==> src/rtl/uart_tx_arbiter_if.sv <==
// rtl/uart_tx_arbiter_if.sv - requester byte streams and TX-engine handshake of uart_tx_arbiter
interface uart_tx_arbiter_if #(
  parameter int NUM_REQ = 4
);
  logic [NUM_REQ-1:0]   req_valid;
  logic [8*NUM_REQ-1:0] req_data;
  logic [NUM_REQ-1:0]   req_last;
  logic [NUM_REQ-1:0]   req_ready;
  logic [NUM_REQ-1:0]   grant;
  logic                 tx_start;
  logic [7:0]           tx_data;
  logic                 tx_busy;
  logic                 timeout_pulse;

  modport slave (
    input  req_valid, req_data, req_last, tx_busy,
    output req_ready, grant, tx_start, tx_data, timeout_pulse
  );

  modport master (
    output req_valid, req_data, req_last, tx_busy,
    input  req_ready, grant, tx_start, tx_data, timeout_pulse
  );
endinterface

==> src/rtl/uart_tx_arbiter.sv <==
// rtl/uart_tx_arbiter.sv - packet-locked round-robin arbiter feeding one UART TX engine
// Optional ARB_TIMEOUT_EN: forced release of a grant whose owner stalls mid-packet.
module uart_tx_arbiter #(
  parameter int NUM_REQ        = 4,
  parameter int TIMEOUT_CYCLES = 23400
) (
  input  logic             clk,
  input  logic             rst_n,
  uart_tx_arbiter_if.slave bus
);
  localparam int IW = $clog2(NUM_REQ);

  localparam logic [1:0] ST_IDLE      = 2'd0;
  localparam logic [1:0] ST_LOAD      = 2'd1;
  localparam logic [1:0] ST_WAIT_ACK  = 2'd2;
  localparam logic [1:0] ST_WAIT_DONE = 2'd3;

  if (NUM_REQ < 2 || NUM_REQ > 8 || TIMEOUT_CYCLES < 1) begin : g_bad_cfg
    $error("uart_tx_arbiter: parameter out of range");
  end

  logic [1:0]         state_q, state_d;
  logic [NUM_REQ-1:0] grant_q, grant_d;
  logic [IW-1:0]      gidx_q, gidx_d;
  logic [IW-1:0]      ptr_q, ptr_d;
  logic               tx_start_q, tx_start_d;
  logic [7:0]         tx_data_q, tx_data_d;
  logic               last_q, last_d;

  logic               pick_found;
  logic [IW-1:0]      pick_idx;
  logic [IW-1:0]      cand;
  logic [IW-1:0]      gidx_next;
  logic               sel_valid;
  logic               sel_last;
  logic [7:0]         sel_data;

  // First valid requester at or after the pointer, wrapping.
  always_comb begin
    pick_found = 1'b0;
    pick_idx   = '0;
    cand       = '0;
    for (int k = 0; k < NUM_REQ; k++) begin
      cand = IW'((int'(ptr_q) + k) % NUM_REQ);
      if (!pick_found && bus.req_valid[cand]) begin
        pick_found = 1'b1;
        pick_idx   = cand;
      end
    end
  end

  always_comb begin
    sel_valid = 1'b0;
    sel_last  = 1'b0;
    sel_data  = '0;
    for (int k = 0; k < NUM_REQ; k++) begin
      if (grant_q[k]) begin
        sel_valid = bus.req_valid[k];
        sel_last  = bus.req_last[k];
        sel_data  = bus.req_data[8*k +: 8];
      end
    end
  end

  assign gidx_next = (gidx_q == IW'(NUM_REQ - 1)) ? '0 : gidx_q + IW'(1);

`ifdef ARB_TIMEOUT_EN
  localparam int CW = $clog2(TIMEOUT_CYCLES + 1);

  logic [CW-1:0] cnt_q, cnt_d;
  logic          sent_q, sent_d;
  logic          timeout_pulse_q, timeout_pulse_d;
`endif

  always_comb begin
    state_d    = state_q;
    grant_d    = grant_q;
    gidx_d     = gidx_q;
    ptr_d      = ptr_q;
    tx_start_d = 1'b0;
    tx_data_d  = tx_data_q;
    last_d     = last_q;
`ifdef ARB_TIMEOUT_EN
    cnt_d           = '0;
    sent_d          = sent_q;
    timeout_pulse_d = 1'b0;
`endif
    case (state_q)
      ST_IDLE: begin
        if (pick_found) begin
          grant_d           = '0;
          grant_d[pick_idx] = 1'b1;
          gidx_d            = pick_idx;
          state_d           = ST_LOAD;
        end
      end
      ST_LOAD: begin
        if (sel_valid) begin
          tx_data_d  = sel_data;
          tx_start_d = 1'b1;
          last_d     = sel_last;
          state_d    = ST_WAIT_ACK;
`ifdef ARB_TIMEOUT_EN
          sent_d     = 1'b1;
`endif
        end
`ifdef ARB_TIMEOUT_EN
        else if (sent_q) begin
          if (cnt_q == CW'(TIMEOUT_CYCLES - 1)) begin
            grant_d         = '0;
            ptr_d           = gidx_next;
            state_d         = ST_IDLE;
            sent_d          = 1'b0;
            timeout_pulse_d = 1'b1;
          end else begin
            cnt_d = cnt_q + CW'(1);
          end
        end
`endif
      end
      ST_WAIT_ACK: begin
        if (bus.tx_busy) begin
          state_d = ST_WAIT_DONE;
        end
      end
      ST_WAIT_DONE: begin
        if (!bus.tx_busy) begin
          if (last_q) begin
            grant_d = '0;
            ptr_d   = gidx_next;
            state_d = ST_IDLE;
`ifdef ARB_TIMEOUT_EN
            sent_d  = 1'b0;
`endif
          end else begin
            state_d = ST_LOAD;
          end
        end
      end
      default: state_d = ST_IDLE;
    endcase
  end

  always_ff @(posedge clk) begin
    if (!rst_n) begin
      state_q    <= ST_IDLE;
      grant_q    <= '0;
      gidx_q     <= '0;
      ptr_q      <= '0;
      tx_start_q <= 1'b0;
      tx_data_q  <= '0;
      last_q     <= 1'b0;
    end else begin
      state_q    <= state_d;
      grant_q    <= grant_d;
      gidx_q     <= gidx_d;
      ptr_q      <= ptr_d;
      tx_start_q <= tx_start_d;
      tx_data_q  <= tx_data_d;
      last_q     <= last_d;
    end
  end

`ifdef ARB_TIMEOUT_EN
  always_ff @(posedge clk) begin
    if (!rst_n) begin
      cnt_q           <= '0;
      sent_q          <= 1'b0;
      timeout_pulse_q <= 1'b0;
    end else begin
      cnt_q           <= cnt_d;
      sent_q          <= sent_d;
      timeout_pulse_q <= timeout_pulse_d;
    end
  end

  assign bus.timeout_pulse = timeout_pulse_q;
`else
  assign bus.timeout_pulse = 1'b0;
`endif

  assign bus.req_ready = (state_q == ST_LOAD) ? grant_q : '0;
  assign bus.grant     = grant_q;
  assign bus.tx_start  = tx_start_q;
  assign bus.tx_data   = tx_data_q;
endmodule

==> src/flat_wrapper.sv <==
// flat-port wrapper written by rule: the top's interface ports become plain ports
module uart_tx_arbiter_flat 
#(
  parameter int NUM_REQ        = 4,
  parameter int TIMEOUT_CYCLES = 23400
)
  (clk, rst_n, bus_req_valid, bus_req_data, bus_req_last, bus_tx_busy, bus_req_ready, bus_grant, bus_tx_start, bus_tx_data, bus_timeout_pulse);
  uart_tx_arbiter_if #(.NUM_REQ(NUM_REQ)) bus_i ();
  input  logic clk;
  input  logic rst_n;
  input wire logic [$bits(bus_i.req_valid)-1:0] bus_req_valid;
  input wire logic [$bits(bus_i.req_data)-1:0] bus_req_data;
  input wire logic [$bits(bus_i.req_last)-1:0] bus_req_last;
  input wire logic [$bits(bus_i.tx_busy)-1:0] bus_tx_busy;
  output wire logic [$bits(bus_i.req_ready)-1:0] bus_req_ready;
  output wire logic [$bits(bus_i.grant)-1:0] bus_grant;
  output wire logic [$bits(bus_i.tx_start)-1:0] bus_tx_start;
  output wire logic [$bits(bus_i.tx_data)-1:0] bus_tx_data;
  output wire logic [$bits(bus_i.timeout_pulse)-1:0] bus_timeout_pulse;
  assign bus_i.req_valid = bus_req_valid;
  assign bus_i.req_data = bus_req_data;
  assign bus_i.req_last = bus_req_last;
  assign bus_i.tx_busy = bus_tx_busy;
  assign bus_req_ready = bus_i.req_ready;
  assign bus_grant = bus_i.grant;
  assign bus_tx_start = bus_i.tx_start;
  assign bus_tx_data = bus_i.tx_data;
  assign bus_timeout_pulse = bus_i.timeout_pulse;
  uart_tx_arbiter #(.NUM_REQ(NUM_REQ), .TIMEOUT_CYCLES(TIMEOUT_CYCLES)) u_core (.clk(clk), .rst_n(rst_n), .bus(bus_i));
endmodule
==> config.mk <==
export PLATFORM = sky130hd
export DESIGN_NAME = uart_tx_arbiter_flat
export DESIGN_NICKNAME = d
export VERILOG_FILES = /design/src/rtl/uart_tx_arbiter_if.sv /design/src/rtl/uart_tx_arbiter.sv /design/src/flat_wrapper.sv
export SDC_FILE = /design/constraint.sdc
export NUM_CORES = 1
export LEC_CHECK = 0
export ABC_AREA = 1
export CORE_UTILIZATION = 45
export DETAILED_ROUTE_END_ITERATION = 12
export GPL_ROUTABILITY_DRIVEN = 0
export GPL_TIMING_DRIVEN = 0
export PLACE_DENSITY = 0.79
export SYNTH_ARGS = -nofsm -noshare
export SYNTH_HDL_FRONTEND = slang
export SYNTH_SLANG_ARGS = --single-unit
==> constraint.sdc <==
create_clock -name clk -period 2.45 [get_ports clk]
set_input_delay 0.735 -clock clk [delete_from_list [all_inputs] [get_ports clk]]
set_output_delay 0.735 -clock clk [all_outputs]
set_load 0.03 [all_outputs]
==> results.yml <==
grt:
  grt_pass1_vias: 1430
  track_usage_pct: 21.64
  grt_max_degree: 13
  antenna_found_initial: 0
  grt_pass1_wl_um: 6120
  grt-ovfl-total: 0
routing:
  highest_layer: "met4"
  ant_nets: 0
  dr_wl_met3_um: 153
  vias: 1745
  via_per_inst: 4.820
  wl_met2_um: 1910
  drt-met1-wl_um: 1912
  initialDrtViolationCount: 94
  drc_errors: 0
  wl_um: 4026
  dr.pass1.iters: 4
  wl_per_cell_um: 11.12
sta:
  rsz0062_at_grt: "no"
  layout_setup_ws_ps: 148.5
  timing.final.crit_share_pct: 93.94
  skew_ps: 6.049
  final-max-slew-violation-count: 0
  final-setup-viol-count: 0
  timing.hold.ws_ps: 521.7
  hold_viol_final: 0
  max_freq_ghz: 0.4345
  period_minus_slack_ps: 2302
  tns_ps: 0
logic_synthesis:
  synth.distinct_cells: 27
  syn_avg_cell_area_um2: 6.256
  synth_top_area_share_pct: 25.30
  synth.yosys.seq_area_share_pct: 25.30
  syn_area_mm2: 0.001583
  synth_warnings: 0
  synth_top_family_by_area: "simple AND/OR/NAND/NOR gates"
  yosys.area_share.adder_pct: 3.953
  synth-seq-cells: 20
  yosys.area.top_type: "dfxtp_1"
  synth_common_cells: "nand2_1, o21ai_0, nor2_1"
  synthCells: 253
  muxShareOfSynthArea_pct: 0
  synth-compound-area-share_pct: 18.02
  synth_nets: 301
  synth_area_leaders: "dfxtp_1, nand2_1, o21ai_0"
  ys.flop_type: "dfxtp_1"
  synth_simple_gate_area_share_pct: 41.03
  synth-edff-count: 0
  yosys.cell_count.top_type: "nand2_1"
  synth-xor-area-share_pct: 0
  async_flop_share_pct: 0
power:
  p_leak_nw: 1.068
  total_power_mw: 1.477
  ir_drop_v: 0.0005437
  powerDensity_mw_per_mm2: 648.1
job:
  maxCapViolCount: 0
floorplanning:
  die-area_mm2: 0.003758
  core_mm2: 0.003363
  initial_utilization_pct: 47.06
  row_count: 21
  die_h_um: 61.31
  dieWidth_um: 61.31
  pin_count: 61
final_layout:
  nets: 365
  num_antenna_cells: 0
  area_growth_pct: 43.95
  finish.utilization_pct: 67.75
  final-seq-area_um2: 400.4
  multi_input_area_mm2: 0.001001
  layout-drive-gt1-share_pct: 13.92
  fillers: 325
clocking:
  clk_latency_ps: 300
  clk_path_buf_depth: 2
  h-tree-depth: 1
  cts_tree: "yes"
  clkSinkCount: 20
  cts_buffers: 3
  clockRootBuffer: "clkbuf_4"
  hold_buffers: 0
  clk_pin_slew_ps: 110
setup_path:
  endpoint_kind: "output pin"
  required_ps: 1710
  critical_path_class: "reg -> out"
  startpoint_type: "register"
  crit_chain: "inv_1, ha_1, nand2_1, inv_1, dlygate4sd2_1"
  slowest_stage: "dlygate4sd2_1"
  cp.arrival_ps: 1570
  crit_top_cell: "inv_1"
  critPathMaxStageDelay_ps: 390
  crit_family: "buffers and inverters"
  crit_path_max_fanout: 6
  path_buf_inv: 3
place:
  hpwl_um: 3256
  io_buffers: 59
  place_ws_ps: 138.5
hold_path:
  hold_path_class: "reg -> reg"
outcome:
  outcome: "completed"
==> tightest hold or removal path, cell delays in order, from the launching register on <==
cell	delay (ps)
dfxtp_1	350
o21ai_1	70
nor2_1	80
==> placed cells by master (no fill, tap or decap) <==
cell	n
nor3_1	1
conb_1	1
inv_2	8
dlygate4sd2_1	4
buf_6	4
a21oi_1	19
inv_1	18
bufinv_16	1
nand3_2	1
nand3_1	18
dfxtp_1	20
o21ai_0	29
clkbuf_1	2
clkbuf_4	3
inv_8	1
nand4_1	1
clkdlybuf4s50_1	55
ha_1	5
nor2_4	2
o21ai_2	1
a21boi_2	1
nand3b_1	1
nand2_2	12
nand4_4	1
nand2_4	5
nor2_1	25
o21ai_1	5
nor2_2	1
buf_4	2
buf_2	1
nand2_1	68
==> final cells by class <==
cell class,count,share of cell area [%]
Buffer,9,3.185
Clock buffer,3,0.9885
Clock inverter,1,1.318
Inverter,27,4.778
Multi-Input combinational cell,197,43.93
Sequential cell,20,17.57
Tap cell,46,2.526
Timing Repair Buffer,59,25.70
==> per-layer routing <==
metal,vias up,GRT usage [%]
met2,43,36.49
met5,-,0
met3,8,3.151
li1,936,-
met4,0,4.870
met1,758,29.25
==> timing repair <==
item	in CTS	in global routing
setup buffers	0	0
setup endpoints to repair	4	0
gates resized for setup	4	0
==> where the power goes <==
group | total (mW) | leakage (nW) | internal [mW] | switching (mW)
registers | 0.435 | 0.163 | 0.387 | 0.0479
logic | 0.777 | 0.878 | 0.324 | 0.453
clock network | 0.265 | 0.0279 | 0.165 | 0.0997
==> cells by family (layout without fill, tap and decap cells) <==
| logic type | after synthesis | count (layout) |
|---|---|---|
| compound gates | 55 | 55 |
| buf+inv | 36 | 99 |
| fa+ha+maj | 5 | 5 |
| other cells | 1 | 1 |
| flops | 20 | 20 |
| simple gates | 136 | 136 |
==> flip-flops by register name (all words and copies together), names as in the netlist <==
signal,cells
u_core.gidx_q,2
u_core.bus.grant,4
u_core.ptr_q,2
u_core.last_q,1
u_core.state_q,2
u_core.bus.tx_data,8
u_core.bus.tx_start,1
==> through the flow <==
stage / area [µm²] / cells
floorplan: 1583 / 253
global placement: 2231 / 358
detailed placement: 2231 / 358
finish: 2278 / 362
CTS: 2278 / 362
global route: 2278 / 362
==> worst paths after layout <==
check                                  endpoint  slack, ps  cells past startpoint                                from
max                            bus_req_ready[0]        150                      5      u_core.state_q[1]$_SDFFE_PN0P_
min          u_core.bus.tx_data[0]$_SDFFE_PN0P_        520                      2  u_core.bus.tx_data[0]$_SDFFE_PN0P_
max reg2reg  u_core.bus.tx_data[3]$_SDFFE_PN0P_        860                     10    u_core.bus.grant[1]$_SDFFE_PN0P_
min reg2reg  u_core.bus.tx_data[0]$_SDFFE_PN0P_        520                      2  u_core.bus.tx_data[0]$_SDFFE_PN0P_
Note: power is estimated with default switching activity, not from simulation.
